$ cat config.mk
export PLATFORM = sky130hd
export DESIGN_NAME = adj_fifo_ctrl
export DESIGN_NICKNAME = d
export VERILOG_FILES = /design/src/rtl/adj_fifo_ctrl.sv
export SDC_FILE = /design/constraint.sdc
export NUM_CORES = 1
export LEC_CHECK = 0
export CAP_MARGIN = 20
export CORE_UTILIZATION = 58
export DETAILED_ROUTE_END_ITERATION = 16
export PLACE_DENSITY = 0.86
export SYNTH_ARGS = -nofsm -noshare
export SYNTH_HDL_FRONTEND = slang
export SYNTH_SLANG_ARGS = --single-unit
$ cat constraint.sdc
create_clock -name clk -period 6.97 [get_ports clk]
set_input_delay 2.091 -clock clk [delete_from_list [all_inputs] [get_ports clk]]
set_output_delay 2.091 -clock clk [all_outputs]
set_load 0.01 [all_outputs]
$ cat src/rtl/adj_fifo_ctrl.sv
// Pointer/flag controller for one adj_fifo storage instance: valid/ready push and
// pop handshakes, occupancy tracking, sticky error flags and a synchronous flush.
module adj_fifo_ctrl #(
  parameter int DEPTH     = 1024,
  parameter int THRESHOLD = 1000,
  parameter int ADDR_LEN  = 10
) (
  input  logic                clk,
  input  logic                rst,
  input  logic                push_valid,
  output logic                push_ready,
  output logic                pop_valid,
  input  logic                pop_ready,
  input  logic                flush,
  output logic                wr_en,
  output logic [ADDR_LEN-1:0] addr_in,
  output logic [ADDR_LEN-1:0] addr_out,
  output logic [ADDR_LEN:0]   count,
  output logic                empty,
  output logic                full,
  output logic                almost_full,
  output logic                overflow,
  output logic                underflow
);

  localparam int CNT_W = ADDR_LEN + 1;
  localparam logic [ADDR_LEN-1:0] LAST_ADDR = ADDR_LEN'(DEPTH - 1);
  localparam logic [CNT_W-1:0]    DEPTH_CNT = CNT_W'(DEPTH);
  localparam logic [CNT_W-1:0]    THR_CNT   = CNT_W'(THRESHOLD);

  typedef enum logic [1:0] {S_EMPTY, S_PARTIAL, S_FULL, S_FLUSH} state_t;

  state_t              state, state_nx;
  logic [ADDR_LEN-1:0] addr_in_nx, addr_out_nx;
  logic [CNT_W-1:0]    count_nx;
  logic                overflow_nx, underflow_nx;
  logic                do_push, do_pop;

  assign do_push = push_valid & push_ready;
  assign do_pop  = pop_valid & pop_ready;
  assign wr_en   = do_push & ~flush;

  // NOTE: every signal gets its hold value first so no path can infer a latch.
  always_comb begin
    state_nx     = state;
    addr_in_nx   = addr_in;
    addr_out_nx  = addr_out;
    count_nx     = count;
    overflow_nx  = overflow;
    underflow_nx = underflow;
    if (flush) begin
      state_nx     = S_FLUSH;
      addr_in_nx   = '0;
      addr_out_nx  = '0;
      count_nx     = '0;
      overflow_nx  = 1'b0;
      underflow_nx = 1'b0;
    end else begin
      if (state == S_FULL && push_valid && !push_ready) overflow_nx = 1'b1;
      if (state == S_EMPTY && pop_ready && !pop_valid)  underflow_nx = 1'b1;
      // Pointers wrap at DEPTH, which need not be a power of two.
      if (do_push) addr_in_nx  = (addr_in == LAST_ADDR)  ? '0 : addr_in + 1'b1;
      if (do_pop)  addr_out_nx = (addr_out == LAST_ADDR) ? '0 : addr_out + 1'b1;
      case ({do_push, do_pop})
        2'b10:   count_nx = count + 1'b1;
        2'b01:   count_nx = count - 1'b1;
        default: count_nx = count;
      endcase
      if (count_nx == '0)            state_nx = S_EMPTY;
      else if (count_nx == DEPTH_CNT) state_nx = S_FULL;
      else                            state_nx = S_PARTIAL;
    end
  end

  // NOTE: sequential state uses non-blocking assignments only, so every register
  // samples pre-edge values regardless of process ordering.
  always_ff @(posedge clk or negedge rst) begin
    if (!rst) begin
      state       <= S_EMPTY;
      addr_in     <= '0;
      addr_out    <= '0;
      count       <= '0;
      empty       <= 1'b1;
      full        <= 1'b0;
      almost_full <= 1'b0;
      overflow    <= 1'b0;
      underflow   <= 1'b0;
      push_ready  <= 1'b0;
      pop_valid   <= 1'b0;
    end else begin
      state       <= state_nx;
      addr_in     <= addr_in_nx;
      addr_out    <= addr_out_nx;
      count       <= count_nx;
      empty       <= (count_nx == '0);
      full        <= (count_nx == DEPTH_CNT);
      almost_full <= (count_nx >= THR_CNT);
      overflow    <= overflow_nx;
      underflow   <= underflow_nx;
      // Handshake enables follow the state being entered, not the one being left.
      push_ready  <= (state_nx == S_EMPTY) || (state_nx == S_PARTIAL);
      pop_valid   <= (state_nx == S_PARTIAL) || (state_nx == S_FULL);
    end
  end

endmodule

; Yosys cells after proc, flatten, opt, wreduce, memory -nomap -nowiden
; Index checks and enable logic that the tools add are counted.
[op_classes]
reduce_logical = 16
bitwise = 4
addsub = 4
muxes = 16
eq_ne = 9
magnitude_cmp = 1
[ops]
columns = op, count
row1 = 10-bit two-way mux, 6
row2 = "11-bit equality test, second input constant", 2
row3 = 11-bit zero test, 2
row4 = 11-bit two-way mux, 2
row5 = 11-bit one-hot mux with 2 select lines, 1
row6 = "10-bit by 1-bit adder with 10-bit output, second input constant", 2
row7 = "10-bit equality test, second input constant", 2
row8 = "11-bit by 1-bit adder with 11-bit output, second input constant", 1
row9 = "11-bit by 10-bit >= comparator with 1-bit output, second input constant", 1
row10 = "11-bit by 1-bit subtractor with 11-bit output, second input constant", 1
row11 = 2-bit nonzero test, 4
row12 = "2-bit equality test, second input constant", 3
row13 = 2-bit two-way mux, 3
row14 = "2-bit by 1-bit equality test with 1-bit output, second input constant", 2
row15 = 1-bit logical AND, 4
row16 = 2-bit zero test, 2
row17 = 1-bit two-way mux, 4
row18 = 1-bit bitwise AND, 3
row19 = 1-bit zero test, 2
row20 = 1-bit logical OR, 2
row21 = 1-bit inverter, 1
[word_totals]
regBits = 40
out_inout_bits = 39
in_bits = 5
elab_cells = 61

; Logic depth before layout (Yosys ltp)
[depth]
depth_word = 10
mapped_depth = 16
depth_no_buf = 14

; Worst setup path before layout
; Ideal clock, no wire load.
[synth_path]
path_kind = input -> register
start = input push_valid
end = register push_ready
path_buffers = 2
required_time_ns = 6.843
path_stages = 15
t_arrival_ns = 5.347
slack_ns = 1.495
setup_ns = 0.127
cell_sequence = and2_1 -> buf_6 -> inv_2 -> nand2_1 -> clkbuf_1 -> xnor2_1 -> ha_1 -> or3b_1 -> a2111o_1 -> a32o_1 -> and3_1 -> nor4_1 -> a31oi_1 -> ha_1 -> or2_2
[synth_via]
elab_chain_cells = 10
word_cells_on_any_way = 13
cone_classes = eq/ne: 4 / mux: 5 / bitwise: 1 / reduce/logical: 3
[synth_rtl]
columns = item, line_no
row1 = "start, declared", 10  ; input logic push_valid,
row2 = 1-bit bitwise AND *, 39  ; assign do_push = push_valid & push_ready;
row3 = 2-bit by 1-bit equality test with 1-bit output / 2-bit equality test (equally long branches), 64  ; case ({do_push, do_pop})
row4 = 11-bit one-hot mux with 2 select lines *, 64
row5 = 11-bit two-way mux *, 51  ; if (flush) begin
row6 = 11-bit equality test, 70  ; else if (count_nx == DEPTH_CNT) state_nx = S_FULL;
row7 = 2-bit two-way mux, 70
row8 = 2-bit two-way mux *, 69  ; if (count_nx == '0) state_nx = S_EMPTY;
row9 = 2-bit two-way mux *, 51
row10 = 2-bit by 1-bit equality test with 1-bit output / 2-bit zero test (equally long branches), 101  ; push_ready <= (state_nx == S_EMPTY) || (state_nx == S_PARTIAL);
row11 = 1-bit logical OR *, 101
row12 = "end signal, assigned", 101
row13 = "end, declared", 11  ; output logic push_ready,
; Every way passes the cells marked *; elsewhere a longest branch is shown, timed or not. The select of a mux whose other input is x is not followed.
; A chain may end at the register's enable or synchronous reset.

; Final worst setup path
[layout_path]
start = input pop_ready
end = register push_ready
[layout_via]
elab_chain_cells = 10
word_cells_on_any_way = 13
cone_classes = eq/ne: 4 / mux: 5 / bitwise: 1 / reduce/logical: 3
[layout_rtl]
columns = item, line_no
row1 = "start, declared", 13  ; input logic pop_ready,
row2 = 1-bit bitwise AND *, 40  ; assign do_pop = pop_valid & pop_ready;
row3 = 2-bit by 1-bit equality test with 1-bit output / 2-bit equality test (equally long branches), 64
row4 = 11-bit one-hot mux with 2 select lines *, 64
row5 = 11-bit two-way mux *, 51
row6 = 11-bit equality test, 70
row7 = 2-bit two-way mux, 70
row8 = 2-bit two-way mux *, 69
row9 = 2-bit two-way mux *, 51
row10 = 2-bit by 1-bit equality test with 1-bit output / 2-bit zero test (equally long branches), 101
row11 = 1-bit logical OR *, 101
; Marks and branches as above.

==> results.yml <==
status:
  outcome: "finished clean"
placement:
  dp.cells: 404
  post-place-ws_ns: 0.887
  gp_congestion: 0.924
  hpwl_um: 4980
  numPortBuffers: 43
sta:
  setup_violations: 0
  fin_setup_tns_ns: 0
  final.period_utilization_pct: 83.5
  finalHoldViolations: 0
  slew-limit-headroom_pct: 41.1
  rsz0062_at_grt: "false"
  tightest_slew_ns: 0.884
  finClkSkew_ns: 0.0101
  post-route-min-period_ns: 5.82
  fin_ws_ns: 1.15
  clock.fmax_ghz: 0.172
  hold_slack_ns: 0.514
  slew_viol_final: 0
power:
  p_per_area_nw_per_um2: 328
  vdd_drop_max_mv: 0.134
  leakage_nw: 1.29
layout:
  stdcell_count: 412
  diodes: 0
  drive_above_1_share_pct: 6.67
  nets: 370
  nFillCells: 354
  syn2layout_area_growth_pct: 19.1
floorplanning:
  dieArea_um2: 4940
  core_um2: 4410
  initial_core_util_pct: 61.3
  die_height_um: 70.3
  die_w_um: 70.3
  placementRows: 24
  ios: 44
global_route:
  antenna_found_initial: 0
  grt_pass1_vias: 2580
  grt_max_degree: 41
  grt.total_usage_pct: 30.9
  grt_pass1_wl_um: 12300
  grt_overflow_total: 0
yosys:
  synth_ff_type: "dfrtp_1"
  ys.warnings.count: 0
  syn_area_per_cell_um2: 8.35
  yosys.area.top_type: "dfrtp_1"
  async_flop_share_pct: 100
  synthCells: 324
  yosysTopAreaCellShare_pct: 36.1
  ys_types: 60
  synth_edf_count: 0
  ys_seq_area_share_pct: 37.1
  netlist_top_cells_area: "dfrtp_1, o21ai_0, nor2_1, nand2_1, xor2_1"
  syn_nets: 335
  synth_area_um2: 2700
  synth_seq_cells: 40
detailed_routing:
  vias: 2785
  ant_nets: 0
  wl_um: 7320
  route.detailed.wl_per_inst_um: 17.8
  vias_per_cell: 6.76
  initialDrtViolationCount: 368
  drc: 0
  dr.pass1.iters: 5
worst_setup_path:
  cp_max_fo: 18
  r2r-end: "push_ready$_DFF_PN0_"
  start_kind: "input pin"
  crit_chain: "clkdlybuf4s50_1 > nand2_1 > buf_4 > inv_2 > nand2_1 > xnor2_1 > ha_1 > or3b_1 > a2111o_1 > a32o_1 > and3_1 > nor4_1 > a31oi_1 > ha_1 > or2_2"
  cp_data_arrival_time_ns: 5.99
  crit_slowest_cell: "a2111o_1"
  slowest_delay_ns: 0.48
  r2r_cells: 13
  r2r-start: "pop_valid$_DFF_PN0_"
  critPathKind: "in -> reg"
  r2r_slack_ns: 3.03
  end_kind: "flop"
  worst_ep_required_time_ns: 7.14
clock_tree:
  ctsResizeCount: 0
  cts_htree_levels: 2
  cts_setup_buffers: 0
  clock-root-buffer: "clkbuf_8"
  cts.sinks: 40
  clk_path_buf_depth: 2
  clk_latency_ns: 0.29
  numCtsBuffers: 5
  clk_pin_slew_worst_paths_ns: 0.08
  cts_tree: "done"
  cts_hold_buf: 0
min_path:
  hold_path_depth: 2
  min_path_type: "reg -> reg"
  whs_endpoint: "overflow$_DFFE_PN0P_"
  hp-start: "overflow$_DFFE_PN0P_"
job:
  maxCapViolCount: 0
how the worst max path moves through the flow:
stage	startpoint	to	slack, ns	cells past startpoint
after floorplan	push_valid	push_ready$_DFF_PN0_	1.50	15
after global placement	pop_ready	push_ready$_DFF_PN0_	0.96	15
after detailed placement	pop_ready	push_ready$_DFF_PN0_	0.89	15
after CTS	pop_ready	push_ready$_DFF_PN0_	1.19	15
after global routing	pop_ready	push_ready$_DFF_PN0_	0.85	16
final	pop_ready	push_ready$_DFF_PN0_	1.15	15
power breakdown:
| group | total [mW] | internal, mW | switching, mW |
|---|---|---|---|
| Sequential | 0.350 | 0.270 | 0.0797 |
| Combinational | 0.552 | 0.234 | 0.318 |
| Clock | 0.153 | 0.0700 | 0.0827 |
| Total | 1.05 | 0.574 | 0.481 |
registers in the layout, indices dropped and copies added, names as in the netlist:
name,cells
addr_out,10
full,1
overflow,1
empty,1
underflow,1
count,11
pop_valid,1
addr_in,10
almost_full,1
push_ready,1
state,2
cell usage in the layout (no fill, tap or decap), types with 10 or more instances in the layout:
cell,instances
clkdlybuf4s50_1,42
dfrtp_1,39
nor2_1,33
o21ai_0,25
nand2_1,22
nand3_1,15
nor3_1,14
o31ai_1,10
nand4_1,10
a21oi_1,10
layout make-up:
type	instances	area (um2)	area share, %
multi-input combinational	252	1560	48.4
tap	52	65.1	2.02
clock inverter	2	12.5	0.389
sequential	40	1000	31.1
timing repair buffer	48	463	14.4
clock buffer	6	72.6	2.25
inverter	12	45.0	1.40
synth_stat cells (all sizes together), types with 8 or more instances:
| cell | instances |
|---|---|
| a21oi | 10 |
| and2 | 9 |
| and3 | 8 |
| buf | 10 |
| clkbuf | 10 |
| dfrtp | 39 |
| inv | 11 |
| nand2 | 22 |
| nand3 | 15 |
| nand4 | 10 |
| nor2 | 33 |
| nor3 | 14 |
| o21ai | 27 |
| o31ai | 10 |
| xor2 | 9 |
metal layers:
metal | global-route usage, % | share of wire (%)
met5 | 0 | 0
met4 | 14.0 | 2.9
met3 | 4.18 | 8.4
met2 | 47.3 | 46
met1 | 43.7 | 43
kinds of logic after synthesis:
kind of cell / share of synthesized area [%]
adders and majority gates: 2.78
and+or+nand+nor: 29.1
muxes: 0.370
DFF: 37.1
AOI/OAI and AO/OA: 20.9
xor gates and xnor gates: 4.54
buffers and inverters: 5.28
worst max-delay path, delay by kind of cell:
family                   cells  cell delay [ns]
XOR/XNOR                     1             0.15
AND/OR/NAND/NOR              6             1.46
adder cells (fa/ha/maj)      2             0.45
buffers and inverters        3             0.90
AO/OA/AOI/OAI                3             0.92
stage by stage:
step | area [um2] | util, % | power (mW)
6_report | 3220 | 72.9 | 1.05
3_3_place_gp | 3130 | 71.0 | 0.869
5_1_grt | 3220 | 72.9 | 1.12
2_1_floorplan | 2700 | - | 0.706
4_1_cts | 3220 | 72.9 | 1.04
3_5_place_dp | 3130 | 71.0 | 0.886
Power figures use the tool's default switching activity.
